`src/rtl/uart_rx_frame.sv`:
```
// Oversampling UART receiver: recovers start/data/parity/stop bits on sample_tick,
// drops bad frames with one-cycle error pulses, and queues good words for a valid/ready consumer.
module uart_rx_frame #(
  parameter int DATA_BITS   = 8,
  parameter int PARITY_MODE = 2,
  parameter int STOP_BITS   = 1,
  parameter int OVERSAMPLE  = 16,
  parameter int FIFO_DEPTH  = 4
) (
  input  logic                          clk_sys,
  input  logic                          rst,
  input  logic                          sample_tick,
  input  logic                          uart_stream,
  output logic [DATA_BITS-1:0]          uart_word,
  output logic                          valid,
  input  logic                          word_ready,
  output logic                          parity_err,
  output logic                          frame_err,
  output logic                          overrun,
  output logic [$clog2(FIFO_DEPTH):0]   level,
  output logic [2:0]                    fsm_state
);

  localparam int CW = $clog2(OVERSAMPLE);
  localparam int BW = $clog2(DATA_BITS + 1);
  localparam int PW = $clog2(FIFO_DEPTH);
  localparam int LW = PW + 1;
  localparam logic [CW-1:0] HALF_LAST = CW'(OVERSAMPLE / 2 - 1);
  localparam logic [CW-1:0] FULL_LAST = CW'(OVERSAMPLE - 1);
  localparam logic [BW-1:0] DATA_LAST = BW'(DATA_BITS - 1);
  localparam logic [BW-1:0] STOP_LAST = BW'(STOP_BITS - 1);

  typedef enum logic [2:0] {
    S_IDLE   = 3'd0,
    S_START  = 3'd1,
    S_DATA   = 3'd2,
    S_PARITY = 3'd3,
    S_STOP   = 3'd4,
    S_BREAK  = 3'd5
  } state_t;

  logic sync_q, rx_q, rx;
  state_t state_q, state_d;
  logic [CW-1:0] cnt_q, cnt_d;
  logic [BW-1:0] bit_q, bit_d;
  logic [DATA_BITS-1:0] sr_q, sr_d;
  logic par_ok_q, par_ok_d, stop_bad_q, stop_bad_d;
  logic push_d, perr_d, ferr_d;
  logic push_q, perr_q, ferr_q;
  logic [DATA_BITS-1:0] wdata_q;

  always_ff @(posedge clk_sys or posedge rst) begin
    if (rst) begin
      sync_q <= 1'b1;
      rx_q   <= 1'b1;
    end else begin
      sync_q <= uart_stream;
      rx_q   <= sync_q;
    end
  end
  assign rx = rx_q;

  always_ff @(posedge clk_sys or posedge rst) begin
    if (rst) begin
      state_q    <= S_IDLE;
      cnt_q      <= '0;
      bit_q      <= '0;
      sr_q       <= '0;
      par_ok_q   <= 1'b1;
      stop_bad_q <= 1'b0;
      push_q     <= 1'b0;
      perr_q     <= 1'b0;
      ferr_q     <= 1'b0;
      wdata_q    <= '0;
    end else begin
      state_q    <= state_d;
      cnt_q      <= cnt_d;
      bit_q      <= bit_d;
      sr_q       <= sr_d;
      par_ok_q   <= par_ok_d;
      stop_bad_q <= stop_bad_d;
      push_q     <= push_d;
      perr_q     <= perr_d;
      ferr_q     <= ferr_d;
      wdata_q    <= sr_q;
    end
  end

  always_comb begin
    state_d    = state_q;
    cnt_d      = cnt_q;
    bit_d      = bit_q;
    sr_d       = sr_q;
    par_ok_d   = par_ok_q;
    stop_bad_d = stop_bad_q;
    push_d     = 1'b0;
    perr_d     = 1'b0;
    ferr_d     = 1'b0;
    case (state_q)
      S_IDLE: begin
        if (sample_tick && !rx) begin
          cnt_d   = '0;
          state_d = S_START;
        end
      end
      S_START: begin
        if (sample_tick) begin
          if (cnt_q == HALF_LAST) begin
            cnt_d      = '0;
            bit_d      = '0;
            par_ok_d   = 1'b1;
            stop_bad_d = 1'b0;
            state_d    = rx ? S_IDLE : S_DATA;
          end else begin
            cnt_d = cnt_q + CW'(1);
          end
        end
      end
      S_DATA: begin
        if (sample_tick) begin
          if (cnt_q == FULL_LAST) begin
            cnt_d = '0;
            sr_d  = {rx, sr_q[DATA_BITS-1:1]};
            if (bit_q == DATA_LAST) begin
              bit_d   = '0;
              state_d = (PARITY_MODE == 0) ? S_STOP : S_PARITY;
            end else begin
              bit_d = bit_q + BW'(1);
            end
          end else begin
            cnt_d = cnt_q + CW'(1);
          end
        end
      end
      S_PARITY: begin
        if (sample_tick) begin
          if (cnt_q == FULL_LAST) begin
            cnt_d    = '0;
            par_ok_d = (PARITY_MODE == 1) ? (rx == ^sr_q) : (rx == ~^sr_q);
            state_d  = S_STOP;
          end else begin
            cnt_d = cnt_q + CW'(1);
          end
        end
      end
      S_STOP: begin
        if (sample_tick) begin
          if (cnt_q == FULL_LAST) begin
            cnt_d = '0;
            if (bit_q == STOP_LAST) begin
              bit_d = '0;
              // A bad stop bit outranks a parity failure.
              if (stop_bad_q || !rx) begin
                ferr_d  = 1'b1;
                state_d = S_BREAK;
              end else if (!par_ok_q) begin
                perr_d  = 1'b1;
                state_d = S_IDLE;
              end else begin
                push_d  = 1'b1;
                state_d = S_IDLE;
              end
            end else begin
              bit_d      = bit_q + BW'(1);
              stop_bad_d = stop_bad_q | !rx;
            end
          end else begin
            cnt_d = cnt_q + CW'(1);
          end
        end
      end
      S_BREAK: begin
        if (sample_tick && rx) state_d = S_IDLE;
      end
      default: state_d = S_IDLE;
    endcase
  end

  // Output FIFO; head word and valid are registered from the next-state view.
  logic [DATA_BITS-1:0] mem_q [FIFO_DEPTH];
  logic [PW-1:0] rd_ptr_q, rd_ptr_d, wr_ptr_q, wr_ptr_d;
  logic [LW-1:0] count_q, count_d, remain;
  logic [DATA_BITS-1:0] word_q, word_d, head_d;
  logic valid_q, valid_d, pop, full, wr_en, ovr_d;
  logic perr_out_q, ferr_out_q, ovr_q;

  always_comb begin
    pop      = valid_q && word_ready;
    full     = (count_q == LW'(FIFO_DEPTH));
    wr_en    = push_q && (!full || pop);
    ovr_d    = push_q && full && !pop;
    count_d  = count_q;
    if (wr_en && !pop)      count_d = count_q + LW'(1);
    else if (!wr_en && pop) count_d = count_q - LW'(1);
    rd_ptr_d = pop   ? rd_ptr_q + PW'(1) : rd_ptr_q;
    wr_ptr_d = wr_en ? wr_ptr_q + PW'(1) : wr_ptr_q;
    remain   = pop ? count_q - LW'(1) : count_q;
    head_d   = (remain == '0) ? wdata_q : mem_q[rd_ptr_d];
    valid_d  = (count_d != '0);
    word_d   = valid_d ? head_d : word_q;
  end

  always_ff @(posedge clk_sys) begin
    if (wr_en) mem_q[wr_ptr_q] <= wdata_q;
  end

  always_ff @(posedge clk_sys or posedge rst) begin
    if (rst) begin
      rd_ptr_q   <= '0;
      wr_ptr_q   <= '0;
      count_q    <= '0;
      word_q     <= '0;
      valid_q    <= 1'b0;
      perr_out_q <= 1'b0;
      ferr_out_q <= 1'b0;
      ovr_q      <= 1'b0;
    end else begin
      rd_ptr_q   <= rd_ptr_d;
      wr_ptr_q   <= wr_ptr_d;
      count_q    <= count_d;
      word_q     <= word_d;
      valid_q    <= valid_d;
      perr_out_q <= perr_q;
      ferr_out_q <= ferr_q;
      ovr_q      <= ovr_d;
    end
  end

  assign uart_word  = word_q;
  assign valid      = valid_q;
  assign level      = count_q;
  assign parity_err = perr_out_q;
  assign frame_err  = ferr_out_q;
  assign overrun    = ovr_q;
  assign fsm_state  = state_q;

endmodule

```
`config.mk`:
```
export PLATFORM = sky130hd
export DESIGN_NAME = uart_rx_frame
export DESIGN_NICKNAME = d
export VERILOG_FILES = /design/src/rtl/uart_rx_frame.sv
export SDC_FILE = /design/constraint.sdc
export NUM_CORES = 1
export LEC_CHECK = 0
export BUFFER_PORTS_ARGS = -buffer_cell sky130_fd_sc_hd__buf_2
export CORE_AREA = 2 2 99 101
export DETAILED_ROUTE_END_ITERATION = 8
export DIE_AREA = 0 0 101 103
export SLEW_MARGIN = 10
export SYNTH_ARGS = -nofsm -noshare
export SYNTH_HDL_FRONTEND = slang
export SYNTH_SLANG_ARGS = --single-unit
```
`constraint.sdc`:
```
create_clock -name clk_sys -period 2.13 [get_ports clk_sys]
set_input_delay 0.3195 -clock clk_sys [delete_from_list [all_inputs] [get_ports clk_sys]]
set_output_delay 0.3195 -clock clk_sys [all_outputs]
set_load 0.01 [all_outputs]
```
==> impl_summary.txt, run 1 <==
----------------------------------------------------
[Cells and area]
  Number of filler cells placed in the layout ... 841
  Number of antenna repair diodes ... 0
  Nets@finish ... 370
  Synthesis-to-layout area growth ... 15.9%
  Final standard cell utilization of the core ... 49.9%
  Fraction of final layout cells with drive strength greater than 1 ... 30.3%
  Post-route non-filler standard cell count ... 474

[Power]
  Overall power of the completed layout ... 4.15 mW
  Worst IR Drop VDD ... 0.463 mV
  Leakage Power ... 2.00 nW
  Power density cells ... 880 nW/µm²

[Clock network]
  Number of buffers inserted by hold repair at cts ... 0
  Clock tree root buffer cell ... sky130_fd_sc_hd__clkbuf_8
  Clock latency at the later pin of the worst-skew pair ... 0.36 ns
  Total clock buffers created by CTS ... 9
  Maximum buffer depth of the clock tree ... 2
  Total clock sinks ... 85
  Clock tree from TritonCTS ... built
  Clock input transition at the sequential cells of the worst setup and hold paths ... 0.09 ns
  Number of H-tree branching levels ... 3

[STA]
  Maximum clock frequency ... 493 MHz
  Slew Viols, Final ... 0
  Minimum clock period ... 2.03 ns
  Aggregate negative setup slack ... 0 ns
  Tightest slew margin relative to the limit ... 54.6%
  Ratio of final minimum period to clock period ... 95.3%
  Fin. Hold Viols ... 0
  Final Setup Violations ... 0
  Measured slew at the worst slew-check pin ... 0.681 ns
  Setup Skew ... 0.00797 ns

[Detailed routing]
  First DRT Iteration DRCs ... 141
  First-pass detailed-route iteration total ... 5
  Wire length after detailed routing ... 7.56 mm
  Remaining number of nets flagged by the antenna check after routing ... 0
  Post-route DRC violation count ... 0
  Post-DR wirelength/cell ... 15.9 µm
  Vias per inst ... 5.44
  Total via count in the routed design ... 2580

[Logic synthesis]
  EDFF count, synth ... 32
  Syn Area/Cell ... 13.1 µm²
  FFs w/ async S/R, synth ... 62.4%
  Sequential-to-total area share from yosys stat ... 56.3%
  Synthesized netlist cell count ... 311
  Synthesized net count ... 326
  Post-synthesis instance area ... 4070 µm²
  Number of library cell types mapped by synthesis ... 54
  Synthesis warning total ... 0
  Synthesis-stage register bit count ... 85
  Main synth FF type ... sky130_fd_sc_hd__dfrtp_1

[Setup path]
  Reg-to-Reg End ... uart_word[4]
  CP required ... 2.38 ns
  Max stage delay on crit path ... 0.43 ns
  Worst R2R Start ... level[1]
  Category of the most critical setup path ... flop to flop
  Internal reg-to-reg setup slack ... 0.10 ns
  Logic depth of the worst register-to-register path ... 8
  Kind of start point of the critical path ... flop
  Ordered list of cells on the worst path ... inv_1, ha_1, nand4b_1, xor2_1, nand4_1, buf_4, a21oi_4, mux2_2
  CP endpoint kind ... flop
  Standard cell with the maximum stage delay on the critical path ... sky130_fd_sc_hd__dfrtp_1
  CP Data Arrival Time ... 2.28 ns
  Crit path max fanout ... 5

[Worst hold path]
  Min-delay src ... uart_stream
  WHS Path Cells ... 1
  Endpoint with the worst hold slack ... sync_q
  Worst hold path type ... primary input to flop

[Run status]
  Result of the run ... finished clean

[Floorplan]
  Core area ... 9460 µm²
  Die span in y ... 103 µm
  Placement row count ... 36
  Effective utilization at floorplan ... 43.1%
  Chip width ... 101 µm
  Area enclosed by the die boundary ... 10400 µm²
  # IOs ... 23

[GRT]
  Antenna violations before repair ... 0
  Global-route wire length before repair ... 12.1 mm
  Via count of the first global-routing pass ... 2449
  Largest net degree at the start of global routing ... 54
  Sum of overflow across all layers after global routing ... 0
  Overall Global Routing Usage ... 15.5%

[Placement]
  Detailed placement HPWL ... 5.04 mm
  Final RePlAce weighted congestion ... 0.816
  Number of buffers inserted by port buffering ... 22
  Number of cells in the design after placement ... 453

[Flow run]
  Max-capacitance violation count ... 0

----------------------------------------------------
-- power breakdown --
group / switching [mW] / internal [mW] / leakage [nW] / total [mW]
registers: 0.102 / 1.79 / 1.02 / 1.90
logic: 0.581 / 0.489 / 0.879 / 1.07
clock network: 0.605 / 0.583 / 0.0999 / 1.19
total: 1.29 / 2.86 / 2.00 / 4.15
-- layout make-up --
class                      instances  area, µm²  area share, %
multi-input combinational        200       1700           36.1
inverter                          13       48.8           1.03
tap                              114        143           3.02
clock inverter                     6       68.8           1.46
sequential                        85       2290           48.6
clock buffer                      10        138           2.92
timing repair buffer              46        328           6.95
-- placed cells by master (no fill, tap or decap), types with 7 or more instances in the layout --
cell                       Yosys  routed
sky130_fd_sc_hd__dfrtp_1      50      50
sky130_fd_sc_hd__edfxtp_1     32      32
sky130_fd_sc_hd__nand2_1      26      26
sky130_fd_sc_hd__buf_2         8      22
sky130_fd_sc_hd__buf_4         1      21
sky130_fd_sc_hd__o21ai_0      18      18
sky130_fd_sc_hd__mux2_2       16      16
sky130_fd_sc_hd__mux4_2       16      16
sky130_fd_sc_hd__xnor2_1      14      13
sky130_fd_sc_hd__inv_1        13      12
sky130_fd_sc_hd__nor2_1       11      11
sky130_fd_sc_hd__mux2i_1      11      11
sky130_fd_sc_hd__a21oi_1      10      10
sky130_fd_sc_hd__ha_1         10      10
sky130_fd_sc_hd__clkbuf_8      0      10
sky130_fd_sc_hd__nor3_1        7       7
-- logic make-up after synthesis --
logic type,Yosys count,share of synthesized area (%)
simple gates,78,10.0
flops,85,56.3
buf+inv,27,2.83
mux,43,16.0
compound gates,51,8.20
fa+ha+maj,10,3.07
xor+xnor,17,3.66
-- metal layers --
layer,share of wire [%],vias to the layer above,global-route usage (%)
met5,0,-,0
met4,1.2,0,6.03
met3,4.1,8,4.47
met2,51,42,25.2
met1,43,1305,19.6
li1,-,1225,-
-- state kept, by name, indices dropped and copies added (netlist names), 2 cells and up --
name / count
mem_q: 32
sr_q: 8
uart_word: 8
wdata_q: 8
bit_q: 4
cnt_q: 4
fsm_state: 3
level: 3
rd_ptr_q: 2
wr_ptr_q: 2
-- timing repair --
action,4_1_cts,5_1_grt
setup buffers,0,4
gates resized for setup,0,4
setup endpoints to repair,0,11
-- how the worst max path moves through the flow --
stage / startpoint / end / slack, ns / cells past startpoint
after global placement: bit_q[0] / fsm_state[0] / 0.12 / 7
after CTS: bit_q[0] / fsm_state[1] / 0.02 / 7
after detailed placement: bit_q[0] / fsm_state[1] / 0.02 / 7
final: level[1] / uart_word[4] / 0.10 / 8
after floorplan: level[0] / uart_word[0] / 0.13 / 7
after global routing: level[1] / uart_word[7] / -0.009 / 7
-- critical path: cells and delay by family, from the launching register on --
kind	cells	cell delay, ns
adder cells (fa/ha/maj)	1	0.19
AO/OA/AOI/OAI	1	0.23
AND/OR/NAND/NOR	2	0.23
XOR/XNOR	1	0.20
buffers and inverters	2	0.27
flip-flops	1	0.43
multiplexers	1	0.37
-- through the flow --
stage	hold WS, ns	setup slack, ns	cell area, µm²
detailed placement	0.337	0.0209	4450
floorplan	0.324	0.130	4070
global placement	0.336	0.116	4450
CTS	0.0214	0.0213	4650
finish	0.0446	0.100	4720
global route	0.0282	-0.00928	4720
-- cell usage after synthesis, types with 2 or more instances --
cell type,number,area (µm²)
sky130_fd_sc_hd__mux2i_1,11,110
sky130_fd_sc_hd__a21o_1,2,15.0
sky130_fd_sc_hd__nor3b_1,3,22.5
sky130_fd_sc_hd__o21ai_0,18,90.1
sky130_fd_sc_hd__buf_2,8,40.0
sky130_fd_sc_hd__and2_1,5,31.3
sky130_fd_sc_hd__nand2b_1,2,12.5
sky130_fd_sc_hd__or3_1,2,12.5
sky130_fd_sc_hd__ha_1,10,125
sky130_fd_sc_hd__nor2b_1,4,25.0
sky130_fd_sc_hd__a21oi_1,10,50.1
sky130_fd_sc_hd__xor2_1,3,26.3
sky130_fd_sc_hd__nor3_1,7,35.0
sky130_fd_sc_hd__mux2_2,16,180
sky130_fd_sc_hd__nand2_1,26,97.6
sky130_fd_sc_hd__edfxtp_1,32,961
sky130_fd_sc_hd__nor2_1,11,41.3
sky130_fd_sc_hd__dfrtp_1,50,1250
sky130_fd_sc_hd__xnor2_1,14,123
sky130_fd_sc_hd__mux4_2,16,360
sky130_fd_sc_hd__a22oi_1,2,15.0
sky130_fd_sc_hd__clkbuf_1,4,15.0
sky130_fd_sc_hd__dfstp_2,3,78.8
sky130_fd_sc_hd__nand4b_1,2,17.5
sky130_fd_sc_hd__inv_1,13,48.8
sky130_fd_sc_hd__a31oi_1,2,12.5
sky130_fd_sc_hd__o31ai_1,2,15.0
sky130_fd_sc_hd__nand3_1,5,25.0
sky130_fd_sc_hd__and3_1,3,18.8
Power figures use the tool's default switching activity.
==> inputs of run 2 (changes only) <==
- clock period: 2.13 -> 1.66 ns (I/O delays scaled with it)
==> run 2 against run 1 <==
Cell area up 11%; setup slack worse by 0.35 ns; largest power group unchanged; the flow now finishes with violations (setup timing); clock-buffer cell count up 3; power up 37%; utilization up 5.3 points; critical path depth unchanged; first-iteration DRC count down 34%; sequential cell count unchanged; die area unchanged; clock skew down 0.0019 ns; sequential share of layout area down 4.7 points; critical path type unchanged.
==> impl_summary.txt, run 2 (synthesized netlist as in run 1, its figures left out) <==
----------------------------------------------------
[Clock network]
  Total clock sinks ... 85 (unchanged)
  Clock tree root buffer cell ... sky130_fd_sc_hd__clkbuf_8
  Maximum buffer depth of the clock tree ... 2 (unchanged)
  Total clock buffers created by CTS ... 9 (unchanged)
  Clock input transition at the sequential cells of the worst setup and hold paths ... 0.08 ns (about the same)
  Number of H-tree branching levels ... 3 (unchanged)
  Clock tree from TritonCTS ... built
  Clock latency at the later pin of the worst-skew pair ... 0.35 ns (about the same)

[Setup path]
  Category of the most critical setup path ... flop to flop
  CP required ... 1.91 ns (-0.47 ns)
  Standard cell with the maximum stage delay on the critical path ... sky130_fd_sc_hd__dfrtp_2
  Origin of the worst setup path ... level[0]
  Max stage delay on crit path ... 0.44 ns (about the same)
  Kind of start point of the critical path ... flop
  CP Data Arrival Time ... 2.16 ns (-0.12 ns)
  CP endpoint kind ... flop
  Ordered list of cells on the worst path ... inv_4, ha_4, nand4b_1, xor2_1, nand4_1, a21oi_4, buf_6, mux2_4
  Crit path max fanout ... 5 (unchanged)
  Worst R2R Start ... level[0]

[STA]
  Hold WS ... 0.282 ns (+0.238 ns)
  Fin. Hold Viols ... 0 (unchanged)
  Tightest slew margin relative to the limit ... 74.6% (+20 points)
  Slew Viols, Final ... 0 (unchanged)
  Unrepaired setup endpoints after global routing ... true
  Measured slew at the worst slew-check pin ... 0.371 ns (-0.310 ns)
  Setup Skew ... 0.00603 ns (-0.00194 ns)
  Minimum clock period ... 1.91 ns (-0.119 ns)
  Maximum clock frequency ... 523 MHz (+6.2%)
  Final WS setup ... -0.251 ns (-0.351 ns)
  Ratio of final minimum period to clock period ... 115% (+20 points)
  Final Setup Violations ... 13 (+13)

[GRT]
  Largest net degree at the start of global routing ... 54 (unchanged)
  Via count of the first global-routing pass ... 2745 (+12%)
  Antenna violations before repair ... 0 (unchanged)
  Global-route wire length before repair ... 13.3 mm (+11%)
  Overall Global Routing Usage ... 16.9% (+1.5 points)
  Sum of overflow across all layers after global routing ... 0 (unchanged)

[Detailed routing]
  First DRT Iteration DRCs ... 93 (-34%)
  Total via count in the routed design ... 2710 (+5.0%)
  First-pass detailed-route iteration total ... 4 (-1)
  Vias per inst ... 5.28 (-2.9%)
  Wire length after detailed routing ... 7.99 mm (+5.8%)
  Post-route DRC violation count ... 0 (unchanged)
  Post-DR wirelength/cell ... 15.6 µm (-2.2%)
  Remaining number of nets flagged by the antenna check after routing ... 0 (unchanged)

[Power]
  Power density cells ... 1090 nW/µm² (+23%)
  Overall power of the completed layout ... 5.67 mW (+37%)
  Worst IR Drop VDD ... 0.967 mV (+110%)
  Leakage Power ... 2.27 nW (+13%)

[Placement]
  Worst slack after detailed placement ... -0.324 ns (-0.344 ns)
  Detailed placement HPWL ... 5.45 mm (+8.0%)
  Final RePlAce weighted congestion ... 0.806 (-1.2%)
  Number of buffers inserted by port buffering ... 22 (unchanged)

[Cells and area]
  Largest register by flop count ... mem_q
  Flip-flop count of the largest register, all copies and words added ... 32 (unchanged)
  Nets@finish ... 409 (+11%)
  Commonest non-fill, non-tap cell in the layout ... sky130_fd_sc_hd__dfrtp_1
  Number of antenna repair diodes ... 0 (unchanged)
  Synthesis-to-layout area growth ... 28.2%
  Highest-count cells in the layout ignoring fill and taps ... 49 x sky130_fd_sc_hd__dfrtp_1, 48 x sky130_fd_sc_hd__buf_4, 32 x sky130_fd_sc_hd__edfxtp_1
  Fraction of final layout cells with drive strength greater than 1 ... 42.6% (+12 points)

[Floorplan]
  Die span in y ... 103 µm (unchanged)
  # IOs ... 23 (unchanged)
  Chip width ... 101 µm (unchanged)
  Area enclosed by the die boundary ... 10400 µm² (unchanged)
  Core area ... 9460 µm² (unchanged)
  Effective utilization at floorplan ... 43.1% (unchanged)
  Placement row count ... 36 (unchanged)

[Run status]
  Violated checks ... setup timing
  Result of the run ... finished, violations left

[Worst hold path]
  Worst hold path type ... primary input to flop
  Min-delay src ... sample_tick

[Flow run]
  Max-capacitance violation count ... 0 (unchanged)

----------------------------------------------------
## run 2: changes by cell type in the layout (fill, tap and decap cells not counted), sizes merged
| cell | previous run | this run |
|---|---|---|
| inv | 16 | 13 |
| clkinvlp | 2 | 0 |
| a21oi | 12 | 11 |
| clkbuf | 10 | 13 |
| clkinv | 0 | 2 |
| dlygate4sd3 | 0 | 2 |
| buf | 46 | 84 |
## run 2: timing repair
action | CTS | global route
endpoints found under the hold margin | 51 | 0
setup endpoints to repair | 49 | 55
gates cloned | 1 | 0
hold buffers | 2 | 0
resized for setup | 28 | 26
buffers inserted | 15 | 3
pin swaps | 12 | 8
## run 2: through the flow
stage	setup TNS (ns)	utilization [%]	cell area (µm²)	instances
after floorplan	-3.38	-	4110	311
final	-2.15	55.2	5220	513
after global routing	-3.66	55.2	5220	513
after CTS	-2.66	54.6	5160	513
after detailed placement	-6.30	49.6	4690	479
after global placement	-5.19	49.6	4690	479
## run 2: area by class of cell
type	count	area, µm²
sequential	85	2290
tap	114	143
clock buffer	13	139
clock inverter	3	38.8
multi-input combinational	199	1870
timing repair buffer	86	692
fill	814	4240
inverter	13	51.3
## run 2: worst paths after layout
check / slack, ns / cells after the start / endpoint
min: 0.28 / 3 / cnt_q[2]
min reg2reg: 0.35 / 0 / frame_err
max: -0.25 / 8 / uart_word[2]
min in group asynchronous: 0.50 / 4 / fsm_state[1]
max reg2reg: -0.25 / 8 / uart_word[2]
max in group asynchronous: 0.89 / 4 / sync_q
## run 2: worst max-delay path: cells and delay by family, from the launching register on
family	cells	cell delay (ns)
fa+ha+maj	1	0.13
xor+xnor	1	0.21
buf+inv	2	0.24
flops	1	0.44
mux	1	0.30
simple gates	2	0.29
compound gates	1	0.19
## run 2: power breakdown
group	switching (mW)	leakage (nW)	total (mW)	internal [mW]
sequential	0.128	1.02	2.43	2.30
combinational	0.894	1.16	1.83	0.940
clock	0.717	0.0890	1.41	0.692
total	1.74	2.27	5.67	3.93
## run 2: metal layers
metal	vias up	share of wire, %	track usage, %
met5	-	0	0
met4	0	1.5	6.55
met3	11	2.8	3.46
met2	39	51	28.3
met1	1348	45	21.9
li1	1312	-	-
==> inputs of run 3 (changes only) <==
- BUFFER_PORTS_ARGS: -buffer_cell sky130_fd_sc_hd__buf_2 -> -buffer_cell sky130_fd_sc_hd__buf_4
==> run 3 against run 2 <==
The run still ends with setup timing left; critical endpoint unchanged; setup slack improved by 0.0026 ns; hold slack got worse by 0.016 ns; clock-buffer cell count decreased by 4; global-route usage decreased by 0.35 points; clock power increased by 15%; sequential power about the same; via count increased by 0.26%; die area unchanged; fmax increased by 0.13%; power increased by 4.5%; first-iteration DRC count increased by 5.4%; clock skew increased by 0.0061 ns.
==> impl_summary.txt, run 3 (synthesized netlist as in run 1, its figures left out) <==
----------------------------------------------------
[Floorplan]
  Effective utilization at floorplan ... 43.1% (unchanged)
  Placement row count ... 36 (unchanged)
  Core area ... 9460 µm² (unchanged)
  Chip width ... 101 µm (unchanged)
  # IOs ... 23 (unchanged)
  Die span in y ... 103 µm (unchanged)
  Area enclosed by the die boundary ... 10400 µm² (unchanged)

[Detailed routing]
  Total via count in the routed design ... 2717 (+0.26%)
  Post-DR wirelength/cell ... 15.4 µm (-0.92%)
  First-pass detailed-route iteration total ... 4 (unchanged)
  Vias per inst ... 5.29 (about the same)
  First DRT Iteration DRCs ... 98 (+5.4%)
  Remaining number of nets flagged by the antenna check after routing ... 0 (unchanged)
  Wire length after detailed routing ... 7.94 mm (-0.73%)
  Post-route DRC violation count ... 0 (unchanged)

[Power]
  Worst IR Drop VDD ... 0.825 mV (-15%)
  Leakage Power ... 2.26 nW (-0.48%)
  Overall power of the completed layout ... 5.93 mW (+4.5%)
  Power density cells ... 1110 nW/µm² (+2.6%)

[Flow run]
  Max-capacitance violation count ... 0 (unchanged)

[Clock network]
  Number of H-tree branching levels ... 3 (unchanged)
  Total clock buffers created by CTS ... 9 (unchanged)
  Clock input transition at the sequential cells of the worst setup and hold paths ... 0.08 ns (about the same)
  Clock latency at the later pin of the worst-skew pair ... 0.36 ns (about the same)
  Clock tree root buffer cell ... sky130_fd_sc_hd__clkbuf_8
  Maximum buffer depth of the clock tree ... 2 (unchanged)
  Clock tree from TritonCTS ... built
  Total clock sinks ... 85 (unchanged)

[Setup path]
  Worst R2R Start ... level[0]
  Internal reg-to-reg setup slack ... -0.25 ns (about the same)
  CP Data Arrival Time ... 2.16 ns (about the same)
  Ordered list of cells on the worst path ... inv_2, ha_2, or3_4, nand4_1, a21oi_4, buf_12, mux2_2
  CP endpoint kind ... flop
  Max stage delay on crit path ... 0.43 ns (about the same)
  Standard cell with the maximum stage delay on the critical path ... sky130_fd_sc_hd__dfrtp_2
  Origin of the worst setup path ... level[0]
  Reg-to-Reg End ... uart_word[2]
  CP required ... 1.91 ns (about the same)
  Crit path max fanout ... 9 (+4)
  Logic depth of the worst register-to-register path ... 7 (-1)
  Critical Path End ... uart_word[2]
  Kind of start point of the critical path ... flop
  Category of the most critical setup path ... flop to flop

[Worst hold path]
  Worst hold path type ... primary input to flop

[Placement]
  Worst slack after detailed placement ... -0.333 ns (-0.00927 ns)
  Number of buffers inserted by port buffering ... 22 (unchanged)
  Final RePlAce weighted congestion ... 0.776 (-3.8%)
  Detailed placement HPWL ... 5.53 mm (+1.5%)

[Cells and area]
  Number of antenna repair diodes ... 0 (unchanged)
  Highest-count cells in the layout ignoring fill and taps ... 72 x sky130_fd_sc_hd__buf_4, 49 x sky130_fd_sc_hd__dfrtp_1, 32 x sky130_fd_sc_hd__edfxtp_1
  Flip-flop count of the largest register, all copies and words added ... 32 (unchanged)
  Final standard cell utilization of the core ... 56.3% (+1.0 points)
  Largest register by flop count ... mem_q
  Synthesis-to-layout area growth ... 30.7%
  Fraction of final layout cells with drive strength greater than 1 ... 45.5% (+2.9 points)
  Commonest non-fill, non-tap cell in the layout ... sky130_fd_sc_hd__buf_4
  Nets@finish ... 410 (+0.24%)

[STA]
  Fin. Hold Viols ... 0 (unchanged)
  Maximum clock frequency ... 524 MHz (+0.13%)
  Slew Viols, Final ... 0 (unchanged)
  Final Setup Violations ... 15 (+2)
  Tightest slew margin relative to the limit ... 72.7% (-2.0 points)
  Unrepaired setup endpoints after global routing ... true
  Aggregate negative setup slack ... -2.62 ns (-0.466 ns)
  Minimum clock period ... 1.91 ns (-0.00256 ns)
  Final WS setup ... -0.248 ns (+0.00256 ns)
  Measured slew at the worst slew-check pin ... 0.409 ns (+0.0383 ns)
  Ratio of final minimum period to clock period ... 115% (-0.15 points)
  Setup Skew ... 0.0122 ns (+0.00614 ns)

[Run status]
  Result of the run ... finished, violations left
  Violated checks ... setup timing

[GRT]
  Met2 track demand over resource ... 27.6% (-0.72 points)
  Gr busiest metal ... met2
  Grt met3 use ... 3.39% (-0.068 points)
  Global-route wire length before repair ... 13.1 mm (-1.8%)
  Sum of overflow across all layers after global routing ... 0 (unchanged)
  Overall Global Routing Usage ... 16.6% (-0.35 points)
  Via count of the first global-routing pass ... 2852 (+3.9%)
  Met1 capacity usage during global routing ... 20.0% (-1.8 points)
  Largest net degree at the start of global routing ... 27 (-50%)
  Antenna violations before repair ... 0 (unchanged)

----------------------------------------------------
[run 3: power breakdown]
group / leakage (nW) / total, mW / internal [mW] / switching (mW)
logic: 1.13 / 1.88 / 0.960 / 0.924
clock network: 0.111 / 1.62 / 0.855 / 0.768
registers: 1.02 / 2.42 / 2.30 / 0.121
total: 2.26 / 5.93 / 4.12 / 1.81
[run 3: how the worst min path moves through the flow]
stage / to / slack, ns / cells after the start / startpoint
after floorplan: sync_q / 0.25 / 0 / uart_stream
after global placement: frame_err / 0.26 / 2 / rst
after detailed placement: perr_q / 0.27 / 2 / rst
after CTS: cnt_q[2] / 0.23 / 4 / sample_tick
after global routing: cnt_q[2] / 0.33 / 4 / sample_tick
final: cnt_q[2] / 0.27 / 4 / sample_tick
[run 3: layout make-up]
class | count | area (µm²)
repair buffers | 86 | 739
flip-flops and latches | 85 | 2290
fillers | 786 | 4140
well taps | 114 | 143
multi-input cells | 200 | 1880
inverters | 13 | 48.8
clock inverters | 7 | 96.3
clock buffers | 9 | 124
[run 3: metal layers]
layer  wire length, µm  up-vias
met5                 0        -
met2              4070       41
met4               259        0
met3               224       21
li1                  -     1323
met1              3380     1332
[run 3: worst max-delay path: cells and delay by family, from the launching register on]
kind,cells,cell delay (ns)
simple gates,2,0.52
flops,1,0.43
fa+ha+maj,1,0.31
mux,1,0.26
buf+inv,2,0.21
compound gates,1,0.07
[run 3: per-stage QoR]
step | hold slack, ns | cell area [µm²] | std cells
final | 0.267 | 5320 | 514
after global routing | 0.329 | 5320 | 514
after CTS | 0.230 | 5150 | 508
after detailed placement | 0.270 | 4750 | 481
after global placement | 0.263 | 4750 | 481
after floorplan | 0.253 | 4110 | 311
[run 3: timing repair]
item / CTS / global route
pin swaps: 10 / 15
endpoints found under the setup margin: 50 / 57
hold buffers: 2 / 0
cloned: 0 / 1
gates resized for setup: 20 / 32
buffers inserted: 9 / 7
hold endpoints to repair: 14 / 0
